File: src/rtl/bit_serializer_pkg.sv
// Shared FSM package for the serializer and sequence-detector blocks.
package bit_serializer_pkg;

   localparam int unsigned DEFAULT_WIDTH = 8;

   typedef enum logic {
      IDLE  = 1'b0,
      SHIFT = 1'b1
   } ser_state_e;

endpackage

File: src/rtl/word_buf.sv
// One-entry word buffer: write strobe fills it, read strobe empties it.
module word_buf
   import bit_serializer_pkg::*;
#(
   parameter int unsigned WIDTH = DEFAULT_WIDTH
) (
   input  logic             clk,
   input  logic             rst,
   input  logic             wr_i,
   input  logic             rd_i,
   input  logic [WIDTH-1:0] data_i,
   output logic [WIDTH-1:0] data_o,
   output logic             full_o
);

   logic [WIDTH-1:0] data_q;
   logic             full_q;
   logic             full_d;

   // Write wins; the parent never writes and reads in the same cycle.
   always_comb begin
      full_d = full_q;
      if (rd_i) full_d = 1'b0;
      if (wr_i) full_d = 1'b1;
   end

   always_ff @(posedge clk) begin
      if (rst) begin
         full_q <= 1'b0;
         data_q <= '0;
      end else begin
         full_q <= full_d;
         if (wr_i) data_q <= data_i;
      end
   end

   assign data_o = data_q;
   assign full_o = full_q;

endmodule

File: src/rtl/bit_serializer.sv
// Parallel-to-serial converter with a one-word skid buffer and shift stall.
module bit_serializer
   import bit_serializer_pkg::*;
#(
   parameter int unsigned WIDTH     = DEFAULT_WIDTH,
   parameter bit          MSB_FIRST = 1'b1
) (
   input  logic             clk,
   input  logic             rst,
   input  logic [WIDTH-1:0] din,
   input  logic             din_valid,
   output logic             din_ready,
   input  logic             en,
   output logic             x,
   output logic             x_valid,
   output logic             busy
);

   localparam int unsigned CNT_W = $clog2(WIDTH);

   ser_state_e       state_q, state_d;
   logic [CNT_W-1:0] cnt_q, cnt_d;
   logic [WIDTH-1:0] shift_q, shift_d;
   logic             x_q, x_d;
   logic             xv_q, xv_d;

   logic             buf_wr;
   logic             buf_rd;
   logic             buf_full;
   logic [WIDTH-1:0] buf_data;

   logic             load_bit;
   logic [WIDTH-1:0] load_rest;
   logic             next_bit;
   logic [WIDTH-1:0] next_rest;

   assign din_ready = ~buf_full & ~rst;
   assign buf_wr    = din_valid & din_ready;

   word_buf #(
      .WIDTH (WIDTH)
   ) u_word_buf (
      .clk    (clk),
      .rst    (rst),
      .wr_i   (buf_wr),
      .rd_i   (buf_rd),
      .data_i (din),
      .data_o (buf_data),
      .full_o (buf_full)
   );

   // First bit of a freshly loaded word, and the next bit out of the shifter.
   always_comb begin
      load_bit  = buf_data[0];
      load_rest = buf_data >> 1;
      next_bit  = shift_q[0];
      next_rest = shift_q >> 1;
      if (MSB_FIRST) begin
         load_bit  = buf_data[WIDTH-1];
         load_rest = buf_data << 1;
         next_bit  = shift_q[WIDTH-1];
         next_rest = shift_q << 1;
      end
   end

   always_comb begin
      state_d = state_q;
      cnt_d   = cnt_q;
      shift_d = shift_q;
      x_d     = x_q;
      xv_d    = xv_q;
      buf_rd  = 1'b0;
      case (state_q)
         IDLE: begin
            x_d  = 1'b0;
            xv_d = 1'b0;
            if (buf_full) begin
               buf_rd  = 1'b1;
               state_d = SHIFT;
               cnt_d   = CNT_W'(WIDTH - 1);
               shift_d = load_rest;
               x_d     = load_bit;
               xv_d    = 1'b1;
            end
         end
         SHIFT: begin
            if (en) begin
               if (cnt_q != '0) begin
                  cnt_d   = cnt_q - CNT_W'(1);
                  shift_d = next_rest;
                  x_d     = next_bit;
               end else if (buf_full) begin
                  // Chain the next word on the last-bit edge to avoid a bubble.
                  buf_rd  = 1'b1;
                  cnt_d   = CNT_W'(WIDTH - 1);
                  shift_d = load_rest;
                  x_d     = load_bit;
                  xv_d    = 1'b1;
               end else begin
                  state_d = IDLE;
                  cnt_d   = '0;
                  shift_d = '0;
                  x_d     = 1'b0;
                  xv_d    = 1'b0;
               end
            end
         end
         default: state_d = IDLE;
      endcase
   end

   always_ff @(posedge clk) begin
      if (rst) begin
         state_q <= IDLE;
         cnt_q   <= '0;
         shift_q <= '0;
         x_q     <= 1'b0;
         xv_q    <= 1'b0;
      end else begin
         state_q <= state_d;
         cnt_q   <= cnt_d;
         shift_q <= shift_d;
         x_q     <= x_d;
         xv_q    <= xv_d;
      end
   end

   assign x       = x_q;
   assign x_valid = xv_q;
   assign busy    = (state_q == SHIFT) | buf_full;

endmodule

File: config.mk
export PLATFORM = sky130hd
export DESIGN_NAME = bit_serializer
export DESIGN_NICKNAME = d
export VERILOG_FILES = /design/src/rtl/bit_serializer_pkg.sv /design/src/rtl/word_buf.sv /design/src/rtl/bit_serializer.sv
export SDC_FILE = /design/constraint.sdc
export NUM_CORES = 1
export LEC_CHECK = 0
export BUFFER_PORTS_ARGS = -buffer_cell sky130_fd_sc_hd__buf_2
export CAP_MARGIN = 5
export CORE_MARGIN = 4
export CORE_UTILIZATION = 40
export DETAILED_ROUTE_END_ITERATION = 16
export SLEW_MARGIN = 30
export SYNTH_ARGS = -nofsm -noshare
export SYNTH_HDL_FRONTEND = slang
export SYNTH_SLANG_ARGS = --single-unit
File: constraint.sdc
create_clock -name clk -period 1.4 [get_ports clk]
set_input_delay 0.14 -clock clk [delete_from_list [all_inputs] [get_ports clk]]
set_output_delay 0.14 -clock clk [all_outputs]
set_load 0.005 [all_outputs]
==> results of run 1 <==
flip-flops by register name, summed over array words and instances (netlist names):
| signal | flops |
|---|---|
| u_word_buf.data_o | 8 |
| shift_q | 7 |
| cnt_q | 3 |
| state_q | 1 |
| u_word_buf.full_o | 1 |
| x | 1 |
| x_valid | 1 |
metal layers:
metal / up-vias / GRT usage, % / wire, microns
met5: - / 0 / 0
met4: 0 / 5.83 / 19
met3: 2 / 2.63 / 76
met2: 19 / 21.5 / 982
met1: 402 / 18.6 / 1060
li1: 466 / - / -
kinds of logic after synthesis:
group,share of synthesized area [%]
AOI/OAI and AO/OA,21.0
adders and majority gates,2.42
buffers and inverters,8.45
DFF,42.5
muxes,5.43
and+or+nand+nor,20.2
worst paths after layout:
kind / start / to / slack, ns / cells after the start
hold reg to reg: shift_q[1]$_SDFFE_PP0P_ / shift_q[1]$_SDFFE_PP0P_ / 0.47 / 2
setup reg to reg: cnt_q[0]$_SDFFE_PP0P_ / shift_q[1]$_SDFFE_PP0P_ / 0.08 / 6
hold / removal: din[2] / u_word_buf.data_o[2]$_SDFFE_PP0P_ / 0.05 / 3
setup / recovery: cnt_q[0]$_SDFFE_PP0P_ / shift_q[1]$_SDFFE_PP0P_ / 0.08 / 6
stage by stage:
| stage | hold WS [ns] | utilization, % | area (sq um) | TNS (ns) | total power, mW |
|---|---|---|---|---|---|
| floorplan | 0.276 | - | 1040 | 0 | 0.916 |
| global placement | 0.380 | 45.7 | 1130 | 0 | 0.982 |
| detailed placement | 0.385 | 45.7 | 1130 | -0.0278 | 0.989 |
| CTS | 0.0450 | 48.0 | 1190 | 0 | 1.47 |
| global route | 0.0307 | 49.0 | 1210 | 0 | 1.57 |
| finish | 0.0467 | 49.0 | 1210 | 0 | 1.48 |
Yosys cell counts, types with 2 or more instances:
| library cell | count |
|---|---|
| dfxtp_1 | 22 |
| nand2_1 | 18 |
| a21oi_1 | 11 |
| nor2_1 | 8 |
| nand3_1 | 7 |
| o21ai_0 | 7 |
| a311oi_1 | 5 |
| inv_1 | 5 |
| nand2b_1 | 5 |
| clkbuf_1 | 4 |
| buf_2 | 3 |
| buf_6 | 3 |
| mux2i_1 | 3 |
| ha_1 | 2 |
| nor2b_1 | 2 |
| nor3_1 | 2 |
| o22ai_1 | 2 |
tightest hold or removal path, cell delays in order:
cell     delay, ns
buf_2         0.09
nand2_1       0.04
a21oi_1       0.05
layout make-up:
cell class	instances	area share (%)
Inverter	5	1.54
Clock inverter	1	2.47
Timing Repair Buffer	23	11.1
Clock buffer	3	1.85
Sequential cell	22	36.3
Multi-Input combinational cell	85	43.7
Tap cell	30	3.09
timing repair:
| item | 4_1_cts | 5_1_grt |
|---|---|---|
| setup endpoints to repair | 9 | 9 |
| gates resized for setup | 3 | 3 |
| pin swaps | 0 | 3 |
| setup buffers | 0 | 1 |
| hold endpoints to repair | 0 | 0 |
power by group:
group	switching (mW)	leakage, nW	internal, mW	total (mW)
sequential	0.0301	0.181	0.675	0.705
clock	0.196	0.0279	0.289	0.485
combinational	0.155	0.263	0.132	0.287
total	0.381	0.472	1.10	1.48
==> metrics.md, run 1 <==
| Metric | Value |
|---|---|
| CP top delay family | `flip-flops` |
| Starting Density | `41.8%` |
| Vias in the first global route | `812` |
| Global-route wire length before repair | `3650 microns` |
| Bufs and invs on worst path | `2` |
| Placement Setup Slack | `-0.00897 ns` |
| Die height | `about 59 microns` |
| Inst Count DP | `roughly 160` |
| Leak Pwr | `0.472 nW` |
| DRC | `0` |
| VDD IR-drop max | `about 1100 uV` |
| Critical Path End Type | `flop` |
| CP Data Required Time | `~1.6 ns` |
| Final worst slack | `0.0750 ns` |
| NumNets Final | `154` |
| Critical Path AT | `around 1.5 ns` |
| Synth Flop Type | `dfxtp_1` |
| Die Area | `3470 sq um` |
| Register area | `440 sq um` |
| Multi-input gate area | `approximately 530 sq um` |
| Pin count of the biggest net entering global routing | `26` |
| Sequential area share after synthesis | `42.5%` |
| Final setup fails | `0` |
| Fillers | `261` |
| Vias per std cell | `between 5 and 6` |
| Commonest non-fill, non-tap cell in the layout | `dfxtp_1` |
| Routed WL | `between 2000 and 2500 microns` |
| Syn Inst Count | `roughly 120` |
| Initial antenna violation count | `0` |
| WS Path Type | `flop to flop` |
| DRT Pass-1 Iters | `4` |
| Area delta synth->final | `17.3%` |
| Die X | `about 59 microns` |
| # IOs | `16` |
| Hold buffer count at CTS | `0` |
| Synth Warn # | `0` |
| Type of the worst min-delay path | `input port to flop` |
| Startpoint types | `flop` |
| Number of enable flip-flop cells after synthesis | `0` |
| Port bufs | `15` |
| Worst-path clk slew | `0.13 ns` |
| H-Tree Depth | `1` |
| GR Overflow Total | `0` |
| DR vias | `889` |
| Pwr per Cell Area | `1220 nW/um^2` |
| Status | `completed` |
| Placement Rows | `18` |
| Unrepaired setup endpoints after global routing | `no` |
| Top cell type's share of synthesized area | `42.5%` |
| Clock Sinks | `22` |
| Final hold vios | `0` |
| Share of cells above drive strength 1 | `approximately 24%` |
| CP Cell Sequence | `inv_1 > ha_4 > and3b_2 > buf_4 > o211ai_1 > a21oi_1` |
| Crit path max fanout | `8` |
| CTS Buffer Depth | `2` |
| Post-Syn Area | `about 1000 sq um` |
| Min Tclk post-route | `approximately 1.3 ns` |
| Slowest CP cell | `dfxtp_1` |
| Final HPWL DP | `1570 microns` |
| Commonest non-fill, non-tap cells in the layout | `22 x dfxtp_1, 18 x nand2_1, 15 x buf_2` |
| Avg Synthesized Cell Area | `8.42 sq um` |
| CTS tree | `built` |
| Fin crit share | `94.6%` |
| Antenna Nets Post-Route | `0` |
| Setup Skew | `0.0103 ns` |
| Max-cap violations | `0` |
| # diodes | `0` |
| Post-synthesis net count | `137` |
| Pins Over Slew Limit | `0` |
| Crit-path max cell delay | `0.35 ns` |
| Max_slew headroom | `70.5%` |
| Root Driver | `clkbuf_4` |
| Fin cells | `169` |
| Worst-margin pin slew | `0.442 ns` |
| Cell accounting for the most synthesized area | `dfxtp_1` |
| GRT Total Usage | `13.8%` |
| Drt initial violations | `22` |
| Clk_lat worst skew | `a little over 0.3 ns` |
| Post-synth ARST share | `0%` |
| Fmax | `between 700 and 800 MHz` |
| Core area | `around 2500 sq um` |
| FF+latch count, synth | `22` |
| Cell variety after synth | `31` |
| Routability Congestion | `0.773` |
| Num CTS Buffers | `3` |
| Mean routed wirelength per cell | `about 13 microns` |
| Largest cells by area after synthesis | `dfxtp_1 43%, nand2_1 6.5%, a21oi_1 5.3%` |
Note: power is estimated with default switching activity, not from simulation.
==> inputs of run 2 (changes only) <==
- clock period: 1.4 -> 1.5 ns (I/O delays scaled with it)
==> run 2 against run 1 <==
Compared with the run above:
- clock skew fell by 0.0066 ns
- count of clock-buffer cells in the layout is the same
- routed wire length fell by 1.4%
- final cell count down 2.4%
- sequential share of layout area grew 1.4 points
- sequential power shrank 6.8%
- utilization shrank 1.9 points
- combinational power shrank 15%
- total power decreased by 8.2%
- first-iteration DRC count down 55%
- highest routed layer unchanged
==> metrics.md, run 2 (synthesis results as in run 1) <==
| Metric | Value |
|---|---|
| Status | `completed` |
| Pwr per Cell Area | `1160 nW/um^2` |
| Commonest non-fill, non-tap cells in the layout | `22 x dfxtp_1, 18 x nand2_1, 15 x buf_2` |
| Placement Rows | `18` |
| Crit path max fanout | `8` |
| Routability Congestion | `about 0.75` |
| Initial antenna violation count | `0` |
| Port bufs | `15` |
| H-Tree Depth | `1` |
| CTS tree | `built` |
| Die X | `between 50 and 60 microns` |
| VDD IR-drop max | `712 uV` |
| Multi-input gate area | `between 500 and 600 sq um` |
| Register area | `440 sq um` |
| Setup Skew | `0.00378 ns` |
| DRC | `0` |
| Final HPWL DP | `1510 microns` |
| Largest register FFs | `8` |
| Pwr Total | `~1.4 mW` |
| Routed WL | `2110 microns` |
| CTS Buffer Depth | `2` |
| CP Data Required Time | `about 1.7 ns` |
| # diodes | `0` |
| Final hold vios | `0` |
| Vias per std cell | `5.33` |
| Fin crit share | `between 90% and 100%` |
| Critical Path End Type | `flop` |
| Die Area | `3470 sq um` |
| Area delta synth->final | `12.8%` |
| Type of the worst min-delay path | `input port to flop` |
| Share of cells above drive strength 1 | `a little over a fifth` |
| Max_slew headroom | `70.4%` |
| Root Driver | `clkbuf_4` |
| Clock Sinks | `22` |
| Worst hold margin | `0.0613 ns` |
| GR Overflow Total | `0` |
| Worst-path clk slew | `~0.13 ns` |
| Min Tclk post-route | `~1.4 ns` |
| # IOs | `16` |
| Clk_lat worst skew | `0.31 ns` |
| WS Path Type | `flop to flop` |
| Fin cells | `165` |
| Commonest non-fill, non-tap cell in the layout | `dfxtp_1` |
| NumNets Final | `150` |
| Vias in the first global route | `~850` |
| Startpoint types | `flop` |
| Global-route wire length before repair | `3680 microns` |
| Unrepaired setup endpoints after global routing | `no` |
| Antenna Nets Post-Route | `0` |
| Critical Path AT | `1.65 ns` |
| # Post-CTS Setup Buffers | `0` |
| Fmax | `about 700 MHz` |
| Leak Pwr | `0.450 nW` |
| Mean routed wirelength per cell | `12.8 microns` |
| Final setup fails | `0` |
| Inst Count DP | `around 160` |
| Worst-margin pin slew | `approximately 0.44 ns` |
| Fillers | `270` |
| DRT Pass-1 Iters | `4` |
| Pins Over Slew Limit | `0` |
| Drt initial violations | `10` |
| Die height | `58.9 microns` |
| Starting Density | `41.8%` |
| DR vias | `about 880` |
| Num CTS Buffers | `3` |
| GRT Total Usage | `13.6%` |
| Max-cap violations | `0` |
| Pin count of the biggest net entering global routing | `26` |
| Core area | `around 2500 sq um` |
-- run 2: cell types whose count changed in the layout (fill, tap and decap cells not counted) --
| cell | previous run | this run |
|---|---|---|
| buf_4 | 8 | 4 |
| ha_2 | 0 | 1 |
| ha_4 | 1 | 0 |
| nor4_1 | 0 | 1 |
| nor4_2 | 1 | 0 |
| o21ai_0 | 6 | 7 |
| o21ai_1 | 1 | 0 |
-- run 2: worst paths after layout --
path,startpoint,end,slack (ns),cells after the start
setup reg to reg,cnt_q[0]$_SDFFE_PP0P_,shift_q[7]$_SDFFE_PP0P_,0.06,5
setup / recovery,cnt_q[0]$_SDFFE_PP0P_,shift_q[7]$_SDFFE_PP0P_,0.06,5
hold / removal,din[0],u_word_buf.data_o[0]$_SDFFE_PP0P_,0.06,3
hold reg to reg,u_word_buf.data_o[1]$_SDFFE_PP0P_,u_word_buf.data_o[1]$_SDFFE_PP0P_,0.46,2
-- run 2: worst max-delay path, stage by stage (launching register included) --
cell,delay [ns]
dfxtp_1,0.35
inv_1,0.08
ha_2,0.21
and3b_2,0.29
o21ai_0,0.12
a311oi_1,0.30
-- run 2: through the flow --
stage	setup TNS (ns)	utilization (%)	setup WS, ns	area, sq um
after floorplan	0	-	0.177	1040
after CTS	0	47.1	0.0354	1170
final	0	47.2	0.0643	1170
after global placement	0	44.8	0.0920	1110
after global routing	0	47.2	0.00687	1170
after detailed placement	-0.00317	44.8	-0.00317	1110
-- run 2: cell type report --
cell class	instances	area share, %
tap	30	3.21
inverter	5	1.61
clock inverter	1	2.57
sequential	22	37.7
clock buffer	3	1.93
multi-input combinational	85	44.0
timing repair buffer	19	8.99
-- run 2: report_power, final --
part	internal (mW)	switching, mW
logic	0.104	0.140
registers	0.630	0.0276
clock network	0.270	0.185
-- run 2: repair_timing --
item,CTS,global route
endpoints found under the setup margin,3,3
hold buffers,0,0
gates cloned,0,0
pin swaps,0,0
gates resized for setup,2,1
-- run 2: metal layers --
layer	vias to the layer above	share of wire (%)	global-route usage [%]
met5	-	0	0
met4	0	0.57	4.85
met3	2	4.5	2.63
met2	20	49	23.0
met1	402	46	17.2
li1	455	-	-
==> inputs of run 3 (changes only) <==
- CORE_ASPECT_RATIO: default -> 0.8
==> run 3 against run 2 <==
Compared with the run above:
- count of clock-buffer cells in the layout stayed put
- largest power group unchanged
- worst hold slack worse by 0.0019 ns
- largest cell class unchanged
- die area is 0.16% higher
- combinational power is 2% higher
- critical endpoint unchanged
- setup slack better by 0.039 ns
- register-to-register slack better by 0.04 ns
- non-clock buffer count is 1 lower
==> metrics.md, run 3 (synthesis results as in run 1) <==
| Metric | Value |
|---|---|
| WS Path Type | `flop to flop` |
| Pwr per Cell Area | `1150 nW/um^2` |
| Routed WL | `2190 microns` |
| Worst Reg-to-Reg Cells | `5` |
| Clock Sinks | `22` |
| DRT Pass-1 Iters | `4` |
| R2r setup slk | `0.10 ns` |
| Status | `completed` |
| Fmax | `~720 MHz` |
| Worst-path clk slew | `~0.12 ns` |
| Die height | `53.5 microns` |
| Root Driver | `clkbuf_4` |
| Setup Skew | `0.00402 ns` |
| Hold Path Stages | `3` |
| Inst Count DP | `166` |
| # diodes | `0` |
| Worst r2r src | `cnt_q[0]$_SDFFE_PP0P_` |
| CTS Buffer Depth | `2` |
| Pin count of the biggest net entering global routing | `26` |
| Clk_lat worst skew | `0.31 ns` |
| Initial antenna violation count | `0` |
| GR Overflow Total | `0` |
| Final HPWL DP | `1540 microns` |
| Final setup fails | `0` |
| Area delta synth->final | `13.8%` |
| Max-cap violations | `0` |
| Routability Congestion | `0.723` |
| Core area | `roughly 2500 sq um` |
| Starting Density | `a little over two fifths` |
| Fillers | `246` |
| Vias in the first global route | `roughly 840` |
| DRC | `0` |
| Die Area | `3470 sq um` |
| H-Tree Depth | `1` |
| Max_slew headroom | `69.7%` |
| Fin crit share | `between 90% and 100%` |
| GRT Total Usage | `14.7%` |
| Critical Path AT | `1.59 ns` |
| Pins Over Slew Limit | `0` |
| Num CTS Buffers | `3` |
| Global-route wire length before repair | `3860 microns` |
| Mean routed wirelength per cell | `12.9 microns` |
| Crit path max fanout | `8` |
| Port bufs | `15` |
| Drt initial violations | `17` |
| CTS tree | `built` |
| CP Data Required Time | `between 1.5 and 2 ns` |
| Min-Delay Endpoint | `u_word_buf.data_o[1]$_SDFFE_PP0P_` |
| Leak Pwr | `0.447 nW` |
| Unrepaired setup endpoints after global routing | `no` |
| Min Tclk post-route | `around 1.4 ns` |
| Antenna Nets Post-Route | `0` |
| NumNets Final | `149` |
| Commonest non-fill, non-tap cell in the layout | `dfxtp_1` |
| Final hold vios | `0` |
| Placement Rows | `16` |
| Type of the worst min-delay path | `input port to flop` |
| Worst-margin pin slew | `0.454 ns` |
| Vias per std cell | `roughly 5.2` |
| Commonest non-fill, non-tap cells in the layout | `22 x dfxtp_1, 18 x nand2_1, 15 x buf_2` |
| DR vias | `between 800 and 900` |
| Share of cells above drive strength 1 | `a little over a fifth` |
| Startpoint types | `flop` |
| Fin cells | `170` |
| Die X | `64.9 microns` |
| Largest register FFs | `8` |
| # IOs | `16` |
| # Post-CTS Setup Buffers | `0` |
| R2R Path End | `shift_q[7]$_SDFFE_PP0P_` |
| Hold Crit Start | `din[1]` |
| Setup TNS | `0 ns` |
| Critical Path End Type | `flop` |
| VDD IR-drop max | `620 uV` |
| Hold buffer count at CTS | `0` |
run 3: changes by cell type in the layout (fill, tap and decap cells not counted):
cell and delta:
o21ai_0 -1, o21ai_1 +1, ha_2 -1, buf_4 -1, ha_4 +1
run 3: report_power, final:
group	internal [mW]	switching, mW	total [mW]
clock	0.270	0.183	0.453
combinational	0.106	0.144	0.250
sequential	0.630	0.0277	0.657
run 3: layout make-up:
| type | count | area, sq um | share of cell area [%] |
|---|---|---|---|
| multi-input combinational | 85 | 524 | 44.5 |
| sequential | 22 | 440 | 37.4 |
| clock buffer | 3 | 22.5 | 1.91 |
| timing repair buffer | 18 | 97.6 | 8.28 |
| tap | 36 | 45.0 | 3.82 |
| inverter | 5 | 18.8 | 1.59 |
| clock inverter | 1 | 30.0 | 2.55 |
run 3: what timing repair did:
| item | in CTS | in global routing |
|---|---|---|
| endpoints found under the setup margin | 1 | 6 |
| pin swaps | 0 | 2 |
| gates resized for setup | 2 | 3 |
run 3: worst max path at each step:
stage	startpoint	to	slack [ns]	depth (start not counted)
floorplan	cnt_q[0]$_SDFFE_PP0P_	shift_q[6]$_SDFFE_PP0P_	0.18	6
global placement	cnt_q[0]$_SDFFE_PP0P_	cnt_q[1]$_SDFFE_PP0P_	0.1	5
detailed placement	cnt_q[0]$_SDFFE_PP0P_	cnt_q[1]$_SDFFE_PP0P_	0.03	5
CTS	cnt_q[1]$_SDFFE_PP0P_	shift_q[6]$_SDFFE_PP0P_	0.004	5
global route	cnt_q[0]$_SDFFE_PP0P_	shift_q[3]$_SDFFE_PP0P_	0.01	5
finish	cnt_q[0]$_SDFFE_PP0P_	shift_q[7]$_SDFFE_PP0P_	0.10	5
run 3: stage by stage:
stage | worst slack, ns | hold WS, ns | total power [mW] | area [sq um] | util, %
after floorplan | 0.177 | 0.286 | 0.855 | 1040 | -
after global placement | 0.0973 | 0.391 | 0.898 | 1110 | 45.1
after detailed placement | 0.0271 | 0.395 | 0.906 | 1110 | 45.1
after CTS | 0.00438 | 0.0438 | 1.37 | 1160 | 47.3
after global routing | 0.0124 | 0.0261 | 1.44 | 1180 | 47.9
final | 0.103 | 0.0594 | 1.36 | 1180 | 47.9
run 3: routing by layer:
metal | vias to the layer above | track usage (%) | part of all wire, %
li1 | 456 | - | -
met4 | 0 | 4.21 | 0.82
met1 | 396 | 17.4 | 47
met3 | 2 | 4.88 | 5.0
met2 | 25 | 25.6 | 47
met5 | - | 0 | 0
run 3: critical path: stages (launching register included):
cell and delay (ns):
dfxtp_1 0.39, inv_1 0.10, ha_4 0.18, and3b_2 0.25, o21ai_0 0.24, a311oi_1 0.12
